## config.mk

```make
export PLATFORM = sky130hd
export DESIGN_NAME = seq_chunk_adder
export DESIGN_NICKNAME = d
export VERILOG_FILES = /design/src/rtl/seq_chunk_adder.sv
export SDC_FILE = /design/constraint.sdc
export NUM_CORES = 1
export LEC_CHECK = 0
export CORE_MARGIN = 2
export CORE_UTILIZATION = 45
export DETAILED_ROUTE_END_ITERATION = 16
export GPL_ROUTABILITY_DRIVEN = 0
export PLACE_DENSITY = 0.76
export RECOVER_POWER = 50
export SYNTH_ARGS = -nofsm -noshare
export SYNTH_HDL_FRONTEND = slang
export SYNTH_SLANG_ARGS = --single-unit
```

## constraint.sdc

```tcl
create_clock -name clk -period 2.2 [get_ports clk]
set_input_delay 0.44 -clock clk [delete_from_list [all_inputs] [get_ports clk]]
set_output_delay 0.44 -clock clk [all_outputs]
set_load 0.03 [all_outputs]
```

## src/rtl/seq_chunk_adder.sv

```systemverilog
// seq_chunk_adder: WIDTH-bit add/subtract, CHUNK bits per cycle, least significant chunk first.
// Latency: out_valid rises WIDTH/CHUNK edges after accept; initiation interval WIDTH/CHUNK+2.
// Backpressure: in_ready only in IDLE; result held in DONE until out_ready. SEQ_CHUNK_ADDER_SAT_EN saturates on overflow.
module seq_chunk_adder #(
    parameter int WIDTH = 16,   // multiple of CHUNK
    parameter int CHUNK = 4     // 1 <= CHUNK <= WIDTH
) (
    input  logic             clk,
    input  logic             rst,
    input  logic             in_valid,
    output logic             in_ready,
    input  logic [WIDTH-1:0] a,
    input  logic [WIDTH-1:0] b,
    input  logic             cin,
    input  logic             sub,
    output logic             out_valid,
    input  logic             out_ready,
    output logic [WIDTH-1:0] sum,
    output logic             cout,
    output logic             ovf
);
    localparam int NCHUNK = WIDTH / CHUNK;
    localparam int CW     = (NCHUNK > 1) ? $clog2(NCHUNK) : 1;
    localparam logic [CW-1:0] LAST = CW'(NCHUNK - 1);

    typedef enum logic [1:0] {IDLE, RUN, DONE} state_t;

    state_t           state;
    logic [CW-1:0]    cnt;
    // Operands shift right one chunk per RUN edge so the active chunk is always at bit 0.
    logic [WIDTH-1:0] opa;
    logic [WIDTH-1:0] opb;
    logic             carry;
`ifdef SEQ_CHUNK_ADDER_SAT_EN
    logic             a_msb;   // sign of the original A selects the saturation direction
`endif

    logic [CHUNK-1:0] chunk_sum;
    logic             chunk_cout;
    logic             chunk_cmsb;  // carry into the top bit of the chunk (only meaningful on the last chunk)

    // Accept only in IDLE and never while reset is held.
    assign in_ready = (state == IDLE) && !rst;

    // CHUNK-bit ripple chain over the low chunk of the shifted operands.
    always_comb begin : ripple
        logic c;
        c          = carry;
        chunk_sum  = '0;
        chunk_cmsb = 1'b0;
        for (int i = 0; i < CHUNK; i++) begin
            if (i == CHUNK - 1) begin
                chunk_cmsb = c;
            end
            chunk_sum[i] = opa[i] ^ opb[i] ^ c;
            c            = (opa[i] & opb[i]) | (c & (opa[i] ^ opb[i]));
        end
        chunk_cout = c;
    end

    // Control FSM, operand/carry registers and registered result outputs.
    always_ff @(posedge clk) begin
        if (rst) begin
            state     <= IDLE;
            cnt       <= '0;
            opa       <= '0;
            opb       <= '0;
            carry     <= 1'b0;
            sum       <= '0;
            cout      <= 1'b0;
            ovf       <= 1'b0;
            out_valid <= 1'b0;
`ifdef SEQ_CHUNK_ADDER_SAT_EN
            a_msb     <= 1'b0;
`endif
        end else begin
            unique case (state)
                IDLE: begin
                    if (in_valid) begin
                        // Subtract is a + ~b + ~cin: inverted borrow-in doubles as the +1.
                        opa   <= a;
                        opb   <= sub ? ~b : b;
                        carry <= sub ? ~cin : cin;
                        cnt   <= '0;
                        state <= RUN;
`ifdef SEQ_CHUNK_ADDER_SAT_EN
                        a_msb <= a[WIDTH-1];
`endif
                    end
                end
                RUN: begin
                    sum[int'(cnt)*CHUNK +: CHUNK] <= chunk_sum;
                    carry <= chunk_cout;
                    opa   <= opa >> CHUNK;
                    opb   <= opb >> CHUNK;
                    if (cnt == LAST) begin
                        cout      <= chunk_cout;
                        ovf       <= chunk_cmsb ^ chunk_cout;
                        out_valid <= 1'b1;
                        state     <= DONE;
`ifdef SEQ_CHUNK_ADDER_SAT_EN
                        // Later assignment overrides the chunk write above.
                        if (chunk_cmsb ^ chunk_cout) begin
                            sum <= a_msb ? {1'b1, {(WIDTH-1){1'b0}}}
                                         : {1'b0, {(WIDTH-1){1'b1}}};
                        end
`endif
                    end else begin
                        cnt <= cnt + CW'(1);
                    end
                end
                DONE: begin
                    if (out_ready) begin
                        out_valid <= 1'b0;
                        state     <= IDLE;
                    end
                end
                default: state <= IDLE;
            endcase
        end
    end

endmodule

```

======== Word-level counts from Yosys, hierarchy flattened ========
Cells that the tools add are included.
storage, ports and cells
  bits in read-only memories .............. 0
  input port bits ......................... 38
  logic and storage cells ................. 72
  bits in registers ....................... 56
  output and inout bits ................... 20
  memories kept ........................... 0
  bits in latches ......................... 0
  RAM bits ................................ 0
cells by class
  multiply operators ...................... 0
  add/subtract/negate cells ............... 2
  shift operators ......................... 2
  order comparisons ....................... 0
  mux-type cells .......................... 19
  bitwise logic cells ..................... 23
  equality and inequality tests ........... 7
  reductions and logical operators ........ 10
  divide/modulo/power cells ............... 0
operator list
  cell                                                    count
  one-hot mux 16 bit (2 select lines)                     2
  two-way mux 16 bit                                      3
  negator 4 -> 33 bit                                     1
  variable shift 4 x 33 -> 16 bit (first input constant)  1
  variable part select 4 x 33 -> 16 bit                   1
  bitwise mux 16 bit                                      1
  NOT 16 bit                                              1
  two-way mux 2 bit                                       5
  AND reduction 3 bit                                     3
  bitwise XOR 1 bit                                       9
  AND 1 bit                                               8
  inequality test 2 bit (second input constant)           4
  one-hot mux 2 bit (3 select lines)                      1
  == test 2 bit (second input constant)                   2
  two-way mux 1 bit                                       4
  OR 1 bit                                                4
  one-hot mux 1 bit (2 select lines)                      2
  one-hot mux 2 bit (2 select lines)                      1
  AND reduction 2 bit                                     2
  nonzero test 2 bit                                      2
  adder 2 x 1 -> 2 bit (second input constant)            1
  == test 2 x 1 -> 1 bit (second input constant)          1
  logical NOT 2 bit                                       1
  logical AND 1 bit                                       1
  2 further kinds                                         2

======== Depth between registers and ports, before layout ========
Gate-level depths: netlist of the first run.
  word-level depth ........................ 10
  gate-level depth with buffers ........... 11
  depth with buffers taken out ............ 11

======== Least setup slack after synthesis of the first run ========
OpenSTA, ideal clock, no wires.
  kind .................................... reg-to-reg
  start ................................... register opa[0]
  end ..................................... register sum[15]
  data arrival time ....................... 2.129 ns
  clock period less this slack ............ 2.256 ns
  path slack .............................. -0.056 ns
  setup time .............................. 0.128 ns
  data required time ...................... 2.072 ns
  cell stages (with the launch flop) ...... 11
  cell sequence ........................... dfxtp_1 -> inv_1 -> fa_1 -> inv_1 -> fa_1 -> inv_1 -> fa_1 -> inv_1 -> fa_1 -> a32oi_1 -> nor2_1
on the way
  word-level cells in the longest chain between the ends .. 10
  elaborated cells on any way between the ends .. 14
  those cells by class .................... 1 x shift; 1 x mux; 12 x bitwise
ends and longest elaborated chain
  element                                  line    source
  start: declaration                       31      logic [WIDTH-1:0] opa;
  start signal: assignment                 94      opa <= opa >> CHUNK;
  bitwise XOR 1 bit                        55, 56
  AND 1 bit                                56      c = (opa[i] & opb[i]) | (c & (opa[i] ^ opb[i]));
  OR 1 bit                                 56
  AND 1 bit                                56
  OR 1 bit                                 56
  AND 1 bit                                56
  OR 1 bit                                 56
  bitwise XOR 1 bit                        55      chunk_sum[i] = opa[i] ^ opb[i] ^ c;
  variable part select 4 x 33 -> 16 bit *  92      sum[int'(cnt)*CHUNK +: CHUNK] <= chunk_sum;
  bitwise mux 16 bit *                     92
  end signal: indexed assignment           92
  end: declaration                         18      output logic [WIDTH-1:0] sum,
Mark *: on every way between the ends. The rest lies on a longest branch, timed or not.
A chain may end at the register's enable or synchronous reset.

======== Worst setup path after layout of the first run ========
  start ................................... register opa[0]
  end ..................................... register sum[7]
The elaborated chain is that of the path after synthesis.

==> results of run 1 <==
-- power groups by stage --
stage	Combinational, W	Sequential (W)	Clock [W]
after CTS	0.000436	0.00111	0.000692
after detailed placement	0.000431	0.00113	0
after global routing	0.000480	0.00112	0.000724
final	0.000437	0.00111	0.000675
after floorplan	0.000255	0.00113	0
after global placement	0.000422	0.00113	0
-- logic make-up after synthesis --
family	Yosys count	share of synthesized area [%]
and+or+nand+nor	81	15.79
AOI/OAI and AO/OA	82	22.35
xor gates and xnor gates	18	6.161
adders and majority gates	10	6.064
muxes	1	0.3912
DFF	56	43.81
buffers and inverters	34	5.428
-- registers in the layout (all words and copies together), names as in the netlist, 2 cells and up --
name	cells
state	2
cnt	2
opb	16
sum	16
opa	16
-- stage by stage --
step | util [%] | hold slack [ns]
final | 61.03 | 0.4598
after global routing | 61.03 | 0.4796
after CTS | 61.01 | 0.4634
after detailed placement | 58.78 | 0.4508
after global placement | 58.78 | 0.4390
after floorplan | - | 0.4658
-- cell usage after synthesis, types with 2 or more instances --
master	count	area [um^2]
o22ai_1	13	81.33
dfxtp_1	56	1121
nand2b_1	5	31.28
a221oi_1	2	17.52
nand2_1	23	86.33
xor2_1	4	35.03
or3_1	3	18.77
buf_2	9	45.04
a32oi_1	8	70.07
a21oi_1	20	100.1
nor2b_1	3	18.77
a22oi_1	21	157.7
inv_1	14	52.55
a211oi_1	10	75.07
nand4_1	2	12.51
ha_1	6	75.07
fa_1	4	80.08
nand3b_1	4	30.03
xnor2_1	14	122.6
clkbuf_1	10	37.54
nor2_1	31	116.4
o32ai_1	4	35.03
-- final cells by class --
cell class / instances / share of cell area (%)
clock buffer: 5 / 2.048
clock inverter: 3 / 1.266
inverter: 14 / 1.564
multi-input combinational: 192 / 38.91
sequential: 56 / 33.43
tap: 72 / 2.681
timing repair buffer: 73 / 20.10
-- how the worst max path moves through the flow --
stage          startpoint     end  cells after the start
2_1_floorplan      opa[0]  sum[3]                     10
3_3_place_gp       opa[0]  sum[3]                     10
3_5_place_dp       opb[0]  sum[3]                     10
4_1_cts            opa[0]  sum[3]                     10
5_1_grt            opa[0]  sum[3]                     10
6_report           opa[0]  sum[7]                     11
-- repair_timing --
| action | CTS | global route |
|---|---|---|
| gates resized for setup | 3 | 2 |
| buffers inserted | 1 | 2 |
| pin swaps | 4 | 2 |
| setup endpoints to repair | 5 | 6 |
-- worst register-to-register path: stages (launching register included) --
cell     delay (ns)
dfxtp_2        0.33
inv_2          0.04
fa_2           0.37
inv_2          0.07
fa_2           0.19
inv_2          0.04
fa_2           0.34
inv_2          0.07
fa_2           0.44
buf_4          0.15
nand4_1        0.06
a21oi_1        0.06
-- routing by layer --
metal	vias up	track usage (%)	part of all wire, %
met5	-	0	0
met4	0	5.172	1.3
met3	7	4.751	4.6
met2	65	32.71	50
met1	1056	22.38	44
li1	1125	-	-
-- cell usage in the layout (no fill, tap or decap), types with 3 or more instances in the layout --
| master | netlist | final |
|---|---|---|
| fa_2 | 0 | 4 |
| or3_1 | 3 | 3 |
| ha_1 | 6 | 6 |
| inv_1 | 14 | 10 |
| nand3b_1 | 4 | 4 |
| nor2_1 | 31 | 31 |
| xor2_1 | 4 | 4 |
| a211oi_1 | 10 | 10 |
| xnor2_1 | 14 | 13 |
| a22oi_1 | 21 | 21 |
| o22ai_1 | 13 | 13 |
| a21oi_1 | 20 | 20 |
| nor2b_1 | 3 | 3 |
| clkbuf_8 | 0 | 5 |
| clkdlybuf4s50_1 | 0 | 55 |
| nand2b_1 | 5 | 5 |
| inv_2 | 0 | 4 |
| a32oi_1 | 8 | 8 |
| dfxtp_1 | 56 | 54 |
| nand2_1 | 23 | 23 |
| o32ai_1 | 4 | 4 |
| buf_4 | 0 | 12 |
==> results.md, run 1 <==
- Total Wirelength: ~5.7 mm
- Clk_skew: about 0.0046 ns
- Syn. warnings: 0
- Reg2Reg Depth: 11
- Leak pwr: between 1 and 1.5 nW
- Max-cap check violation count: 0
- Final WS setup: -0.1031 ns
- Maximum vdd ir drop: 359.6 uV
- Starting Density: ~46%
- Crit-path max cell delay: roughly 0.44 ns
- Mapped Nets: 330
- Final period utilization: 104.7%
- Storage element area: between 0.001 and 0.0015 mm^2
- Worst slew margin: about three fifths
- Setup violators final: 4
- WL/cell: ~14 um
- Site Rows: 27
- Reg-to-reg critical path endpoint: sum[7]
- Crit path max-delay family: adder cells
- Total Power: about 0.0022 W
- H-Tree Level Count: 2
- WP buf/inv: 5
- Root Buffer: clkbuf_8
- Post-synth cell types: 38
- Psw: between 0.0005 and 0.0006 W
- Status: finished with violations
- Vias in the first global route: around 2.1k
- Clk pwr share: 30.4%
- Area after DPL: 0.003237 mm^2
- Combinational power share: roughly a fifth
- WHS Path Cells: 2
- Power per Cell Area: approximately 660 mW/mm^2
- Grt total ovfl: 0
- Sw frac: 26.94%
- Design area: between 0.003 and 0.004 mm^2
- Min Clock Period, post-route: roughly 2.3 ns
- Hold Fails Final Rpt: 0
- Slowest-stage cell, CP: fa_2
- Post-Syn Instances: roughly 280
- Core area: approximately 0.0055 mm^2
- Crit path capture type: flip-flop
- Synth-to-layout area growth: 31.34%
- Inserted Clock Buffers: 5
- Die Width: 79.41 um
- Antenna viol nets, final: 0
- Worst slew pin tran: about 0.60 ns
- Post-place setup slack: -0.1204 ns
- Clk pin slew, worst setup/hold paths: about 0.1 ns
- Hpwl dp: roughly 4.0 mm
- Failing checks: setup timing
- Ant diodes: 0
- Clk_lat worst skew: 0.31 ns
- Proportion of layout cells with a drive suffix above 1: 10.79%
- Cell Int Power: approximately 0.0016 W
- R2r startpoint: opa[0]
- # DRC: 0
- Setup CP Type: reg2reg
- Vias per Instance: 5.429
- Hold path start: sum[6]
- Crit path max fanout: 3
- Post-Synthesis Cell Area: around 0.0026 mm^2
- CP Data Required Time: between 2 and 2.5 ns
- Worst endpoint data arrival time: ~2.5 ns
- First-pass GRT wire length: 9.246 mm
- Number of flops mapped to enable cells by yosys: 0
- CTS Sinks: 56
- DP Cell Count: just over 400
- RSZ-0062 raised after global routing: true
- Flop2flop setup slack: -0.10 ns
- TritonCTS clock tree: yes
- Die H: 79.41 um
- # port buffers: 57
- Final non-filler cell total: between 400 and 500
- Max Root-Sink Buffers: 2
- Largest net degree at the start of global routing: 62
- Vias: around 2.3k
- CTS Hold Bufs: 0
- Main flop type after synthesis: dfxtp_1
- Worst min-delay path endpoint: sum[6]
- Fmax: approximately 430 MHz
- Syn Area/Cell: about 9.1 um^2
- Tightest Hold Check Type: reg2reg
- Multi-input gate area: 0.001308 mm^2
- Initial DRT Pass Iterations: 4
- First DRT Iteration DRCs: 77
- Fin Setup TNS: -0.3754 ns
- Fill cells: a little under 500
- Crit start category: flip-flop
- Worst path cell trace: inv_2 -> fa_2 -> inv_2 -> fa_2 -> inv_2 -> fa_2 -> inv_2 -> fa_2 -> buf_4 -> nand4_1 -> a21oi_1
- #FFs+latches synth: 56
- Pins Over Slew Limit: 0
- Asr flop ratio synth: 0%
- Area of the die: 0.006305 mm^2
- Final-stage net count: 390
- Seq pwr share: between 50% and 60%
- Antenna violations before repair: 0
- Total Routing Usage GR: a little under a fifth
- Boundary pin count: between 50 and 60
- Seq/Total Area, Yosys: between 40% and 50%
No activity file was read; power rests on OpenSTA's default activity.
==> inputs of run 2 (changes only) <==
--- a/config.mk
+++ b/config.mk
@@ -6,10 +6,11 @@
 export NUM_CORES = 1
 export LEC_CHECK = 0
 export CORE_MARGIN = 2
-export CORE_UTILIZATION = 45
+export CORE_UTILIZATION = 50
 export DETAILED_ROUTE_END_ITERATION = 16
+export DONT_BUFFER_PORTS = 1
 export GPL_ROUTABILITY_DRIVEN = 0
-export PLACE_DENSITY = 0.76
+export PLACE_DENSITY = 0.68
 export RECOVER_POWER = 50
 export SYNTH_ARGS = -nofsm -noshare
 export SYNTH_HDL_FRONTEND = slang
==> run 2 against run 1 <==
Against the previous run: the flow still finishes with violations (setup timing); first-iteration DRC count rose by 34%; worst setup slack improved by 0.056 ns; global-route usage rose by 0.71 points; critical path depth fell by 1; critical endpoint is now sum[15]; largest power group unchanged.
==> results.md, run 2 (same netlist as run 1, synthesis figures left out) <==
- Sw frac: 26.10% (-0.84 points)
- CTS Hold Bufs: 0 (unchanged)
- DP Cell Count: 342 (-15%)
- Synth-to-layout area growth: 8.460%
- Min Clock Period, post-route: 2.247 ns (-0.05630 ns)
- Crit-path max cell delay: 0.45 ns (about the same)
- Max Root-Sink Buffers: 2 (unchanged)
- Vias per Instance: 5.627 (+3.6%)
- Clk pin slew, worst setup/hold paths: 0.09 ns (about the same)
- Seq pwr share: 53.2% (+3.2 points)
- Reg2Reg Depth: 10 (-1)
- Slowest-stage cell, CP: fa_2
- Clk_lat worst skew: 0.31 ns (about the same)
- Total Routing Usage GR: 19.28% (+0.71 points)
- Most common cell after layout, fill and taps aside: dfxtp_1
- First-pass GRT wire length: 8.390 mm (-9.3%)
- Worst endpoint data arrival time: 2.46 ns (-0.03 ns)
- TritonCTS clock tree: yes
- Crit start category: flip-flop
- Total Wirelength: 5.342 mm (-5.5%)
- Core area: 0.005010 mm^2 (-9.0%)
- Worst slew margin: 4.799% (-55 points)
- Fill cells: 495 (+1.9%)
- Largest registers: opa x16, opb x16, sum x16
- Failing checks: setup timing
- Max-cap check violation count: 0 (unchanged)
- Worst slew pin tran: 1.425 ns (+0.8232 ns)
- Area of the die: 0.005706 mm^2 (-9.5%)
- Final period utilization: 102.1% (-2.6 points)
- # port buffers: 0 (-100%)
- Clk pwr share: 31.5% (+1.1 points)
- Die H: 75.54 um (-4.9%)
- Site Rows: 26 (-3.7%)
- Boundary pin count: 58 (unchanged)
- Fmax: 445.1 MHz (+2.5%)
- Antenna viol nets, final: 0 (unchanged)
- Inserted Clock Buffers: 5 (unchanged)
- H-Tree Level Count: 2 (unchanged)
- Most frequent cells in the layout: dfxtp_1, nor2_1, nand2_1
- Vias: 1975 (-12%)
- Design area: 0.002775 mm^2 (-17%)
- Setup CP Type: reg2reg
- Root Buffer: clkbuf_8
- Crit path max fanout: 4 (+1)
- Power per Cell Area: 759.6 mW/mm^2 (+15%)
- Grt total ovfl: 0 (unchanged)
- Post-place setup slack: -0.09032 ns (+0.03005 ns)
- Core Util, Final: 55.39% (-5.6 points)
- Fin Setup TNS: -0.07713 ns (+0.2983 ns)
- Worst path cell trace: inv_2 -> fa_2 -> inv_2 -> fa_2 -> inv_2 -> fa_2 -> inv_2 -> fa_2 -> a32oi_1 -> nor2_1
- Maximum vdd ir drop: 427.2 uV (+19%)
- Crit. Startpoint: opa[0]
- Pins Over Slew Limit: 0 (unchanged)
- Die Width: 75.54 um (-4.9%)
- Cell Int Power: 0.001558 W (-4.1%)
- Hold path start: rst
- R2r startpoint: opa[0]
- Ant diodes: 0 (unchanged)
- Final-stage net count: 328 (-16%)
- Initial DRT Pass Iterations: 4 (unchanged)
- WHS Path Cells: 1 (-1)
- Tightest Hold Check Type: in2reg
- CTS Sinks: 56 (unchanged)
- Leak pwr: 1.002 nW (-19%)
- # DRC: 0 (unchanged)
- Starting Density: 51.07% (+4.6 points)
- Area after DPL: 0.002659 mm^2 (-18%)
- RSZ-0062 raised after global routing: true
- Proportion of layout cells with a drive suffix above 1: 11.74% (+0.96 points)
- Final non-filler cell total: 351 (-15%)
- Psw: 0.0005502 W (-8.1%)
- Combinational power share: 15.3% (-4.4 points)
- Hpwl dp: 3.688 mm (-7.9%)
- Setup violators final: 2 (-2)
- CP Data Required Time: 2.41 ns (+0.03 ns)
- Crit path capture type: flip-flop
- WL/cell: 15.22 um (+12%)
- Vias in the first global route: 1759 (-16%)
- Status: finished with violations
- Largest net degree at the start of global routing: 63 (+1.6%)
- First DRT Iteration DRCs: 103 (+34%)
- Antenna violations before repair: 0 (unchanged)
- Clk_skew: 0.005454 ns (+0.0008859 ns)
- Hold Fails Final Rpt: 0 (unchanged)
- Final WS setup: -0.04675 ns (+0.05630 ns)
## run 2: worst max-delay path: cells and delay by family, from the launching register on
family	cells	cell delay [ns]
AO/OA/AOI/OAI	1	0.21
adder cells (fa/ha/maj)	4	1.34
buffers and inverters	4	0.21
flip-flops	1	0.33
AND/OR/NAND/NOR	1	0.06
## run 2: repair_timing
action | in CTS | in global routing
gates resized for setup | 4 | 0
setup buffers | 1 | 0
endpoints found under the hold margin | 0 | 0
setup endpoints to repair | 5 | 6
pin swaps | 4 | 1
cloned | 0 | 0
## run 2: path summary, 6_finish.rpt
kind	end	slack, ns
setup / recovery	sum[15]	-0.05
hold / removal	opa[1]	0.20
setup reg to reg	sum[15]	-0.05
hold reg to reg	opa[11]	0.50
## run 2: layout make-up
class	count	area, um^2	area share (%)
Multi-Input combinational cell	192	1313	47.29
Sequential cell	56	1124	40.49
Timing Repair Buffer	11	91.34	3.291
Tap cell	70	87.58	3.156
Clock buffer	6	72.57	2.615
Inverter	14	52.55	1.894
Clock inverter	2	35.03	1.262
## run 2: layer usage
| metal | GRT usage [%] | share of wire (%) | routed length, um |
|---|---|---|---|
| met2 | 30.63 | 46 | 2470 |
| met4 | 6.823 | 1.7 | 92 |
| met1 | 25.91 | 46 | 2481 |
| met5 | 0 | 0 | 0 |
| met3 | 4.365 | 5.6 | 298 |
## run 2: per-stage QoR
step / hold WS, ns / total power, W
2_1_floorplan: 0.4658 / 0.001389
3_3_place_gp: 0.4802 / 0.001459
3_5_place_dp: 0.4863 / 0.001466
4_1_cts: 0.1754 / 0.002126
5_1_grt: 0.1764 / 0.002200
6_report: 0.1983 / 0.002108
## run 2: power groups by stage
stage                     Sequential, W  Combinational, W  Clock (W)
after CTS                       0.00112          0.000325   0.000678
after floorplan                 0.00113          0.000255          0
after global placement          0.00114          0.000315          0
after global routing            0.00113          0.000356   0.000713
after detailed placement        0.00115          0.000320          0
final                           0.00112          0.000322   0.000664
==> inputs of run 3 (changes only) <==
--- a/config.mk
+++ b/config.mk
@@ -6,12 +6,12 @@
 export NUM_CORES = 1
 export LEC_CHECK = 0
 export CORE_MARGIN = 2
-export CORE_UTILIZATION = 50
+export CORE_UTILIZATION = 45
 export DETAILED_ROUTE_END_ITERATION = 16
-export DONT_BUFFER_PORTS = 1
 export GPL_ROUTABILITY_DRIVEN = 0
-export PLACE_DENSITY = 0.68
+export PLACE_DENSITY = 0.76
 export RECOVER_POWER = 50
 export SYNTH_ARGS = -nofsm -noshare
 export SYNTH_HDL_FRONTEND = slang
 export SYNTH_SLANG_ARGS = --single-unit
+export TNS_END_PERCENT = 30
==> run 3 against run 2 <==
Against the previous run: the run still ends with setup timing left; final cell count rose by 17%; sequential share of layout area shrank 6.5 points; total power shrank 1.8%; sequential cell count unchanged; maximum frequency down 1.3%; die area grew 11%; hold slack better by 0.26 ns; worst setup slack got worse by 0.029 ns; critical path type unchanged; largest power group unchanged; highest routed layer unchanged.
==> results.md, run 3 (same netlist as run 1, synthesis figures left out) <==
- Total Wirelength: 5.528 mm (+3.5%)
- Failing checks: setup timing
- Met2 WL: 2.715 mm (+9.9%)
- Seq pwr share: 54.0% (+0.8 points)
- Inserted Clock Buffers: 5 (unchanged)
- # port buffers: 57 (+57)
- Crit path capture type: flip-flop
- Hold Fails Final Rpt: 0 (unchanged)
- Crit start category: flip-flop
- Root Buffer: clkbuf_8
- DP Cell Count: 401 (+17%)
- Reg2Reg Depth: 10 (unchanged)
- Pins Over Slew Limit: 0 (unchanged)
- Site Rows: 27 (+3.8%)
- Worst slew pin tran: 0.6983 ns (-0.7268 ns)
- WL/cell: 13.48 um (-11%)
- CP Data Required Time: 2.38 ns (-0.03 ns)
- Fin Setup TNS: -0.1461 ns (-0.06897 ns)
- Largest net degree at the start of global routing: 62 (-1.6%)
- Boundary pin count: 58 (unchanged)
- Area of the die: 0.006305 mm^2 (+11%)
- Max-cap check violation count: 0 (unchanged)
- TritonCTS clock tree: yes
- Antenna violations before repair: 0 (unchanged)
- Worst endpoint data arrival time: 2.46 ns (about the same)
- Largest registers: opa x16, opb x16, sum x16
- M1 wire length: 2.468 mm (-0.52%)
- # DRC: 0 (unchanged)
- Setup CP Type: reg2reg
- First DRT Iteration DRCs: 106 (+2.9%)
- CTS Hold Bufs: 0 (unchanged)
- Vias per Instance: 5.341 (-5.1%)
- Grt total ovfl: 0 (unchanged)
- H-Tree Level Count: 2 (unchanged)
- Cell Int Power: 0.001495 W (-4.0%)
- Die H: 79.41 um (+5.1%)
- R2r startpoint: opa[0]
- Clk pin slew, worst setup/hold paths: 0.09 ns (about the same)
- Area after DPL: 0.003218 mm^2 (+21%)
- Top routing layer in use: met4
- Clk_skew: 0.003870 ns (-0.001584 ns)
- Proportion of layout cells with a drive suffix above 1: 11.54% (-0.21 points)
- RSZ-0062 raised after global routing: true
- WHS Path Cells: 2 (+1)
- Most frequent cells in the layout: clkdlybuf4s50_1, dfxtp_1, nor2_1
- Vias: 2190 (+11%)
- Total Routing Usage GR: 18.76% (-0.52 points)
- Ant diodes: 0 (unchanged)
- Maximum vdd ir drop: 379.6 uV (-11%)
- Hold path start: sum[7]
- Status: finished with violations
- Synth-to-layout area growth: 29.24%
- Leak pwr: 1.202 nW (+20%)
- Vias in the first global route: 2053 (+17%)
- Final period utilization: 103.4% (+1.3 points)
- Combinational power share: 20.3% (+5.0 points)
- Crit path max fanout: 4 (unchanged)
- CTS Sinks: 56 (unchanged)
- Worst path cell trace: inv_2 -> fa_2 -> inv_2 -> fa_2 -> inv_2 -> fa_2 -> inv_2 -> fa_2 -> a32oi_1 -> nor2_1
- Core area: 0.005507 mm^2 (+9.9%)
- Starting Density: 46.47% (-4.6 points)
- Final non-filler cell total: 410 (+17%)
- Power per Cell Area: 625.9 mW/mm^2 (-18%)
- Sw frac: 27.76% (+1.7 points)
- Final WS setup: -0.07571 ns (-0.02895 ns)
- Setup violators final: 2 (unchanged)
- Initial DRT Pass Iterations: 4 (unchanged)
- First-pass GRT wire length: 9.308 mm (+11%)
- Core Util, Final: 60.05% (+4.7 points)
- Met3 WL post-DR: 271 um (-9.1%)
- Die Width: 79.41 um (+5.1%)
- Slowest-stage cell, CP: fa_2
- Psw: 0.0005745 W (+4.4%)
- Fmax: 439.4 MHz (-1.3%)
- Hpwl dp: 3.908 mm (+6.0%)
- Final-stage net count: 386 (+18%)
- Worst slew margin: 53.45% (+49 points)
- Design area: 0.003307 mm^2 (+19%)
- Reg-to-reg critical path endpoint: sum[15]
- Min Clock Period, post-route: 2.276 ns (+0.02895 ns)
- Clk pwr share: 25.7% (-5.8 points)
- Antenna viol nets, final: 0 (unchanged)
- Clk_lat worst skew: 0.31 ns (about the same)
- Max Root-Sink Buffers: 2 (unchanged)
- Tightest Hold Check Type: reg2reg
- Flop2flop setup slack: -0.08 ns (-0.03 ns)
- Most common cell after layout, fill and taps aside: clkdlybuf4s50_1
- Crit-path max cell delay: 0.45 ns (about the same)
- Worst min-delay path endpoint: sum[7]
run 3: power groups by stage:
stage / registers [W] / clock network [W] / logic, W
5_1_grt: 0.00112 / 0.000580 / 0.000466
2_1_floorplan: 0.00113 / 0 / 0.000253
4_1_cts: 0.00112 / 0.000554 / 0.000427
6_report: 0.00112 / 0.000532 / 0.000421
3_3_place_gp: 0.00114 / 0 / 0.000414
3_5_place_dp: 0.00114 / 0 / 0.000419
run 3: final cells by class:
class,instances,area (um^2)
multi-input combinational,192,1308
inverter,14,52.55
clock inverter,2,12.51
clock buffer,5,68.82
timing repair buffer,69,650.6
fill,491,2200
tap,72,90.09
sequential,56,1125
run 3: what timing repair did:
item / in CTS / in global routing
cloned: 0 / 0
hold endpoints to repair: 0 / 0
pin swaps: 5 / 6
setup buffers: 1 / 1
gates resized for setup: 8 / 3
endpoints found under the setup margin: 5 / 5
run 3: stage by stage:
stage / hold slack (ns) / setup slack, ns / power, W
4_1_cts: 0.4572 / -0.1351 / 0.002097
2_1_floorplan: 0.4658 / -0.02967 / 0.001386
6_report: 0.4567 / -0.07571 / 0.002070
5_1_grt: 0.4754 / -0.1943 / 0.002170
3_5_place_dp: 0.4456 / -0.1436 / 0.001557
3_3_place_gp: 0.4407 / -0.09198 / 0.001550
run 3: worst max-delay path: cells and delay by family, from the launching register on:
family                   cells  cell delay (ns)
AO/OA/AOI/OAI                1             0.21
adder cells (fa/ha/maj)      4             1.35
buffers and inverters        4             0.21
flip-flops                   1             0.33
AND/OR/NAND/NOR              1             0.05
run 3: layer usage:
layer / track usage, % / up-vias
met3: 4.072 / 6
met4: 6.724 / 0
li1: - / 1116
met1: 22.29 / 994
met2: 33.22 / 74
met5: 0 / -
run 3: worst max-delay path by stage:
stage                start  endpoint  slack, ns  depth (start not counted)
floorplan           opa[0]   sum[15]      -0.03                         10
global placement    opa[0]   sum[15]      -0.09                         10
detailed placement  opb[0]    sum[3]      -0.14                         10
CTS                  carry    sum[3]      -0.14                         10
global route        opa[0]   sum[15]      -0.19                         10
finish              opa[0]   sum[15]      -0.08                         10
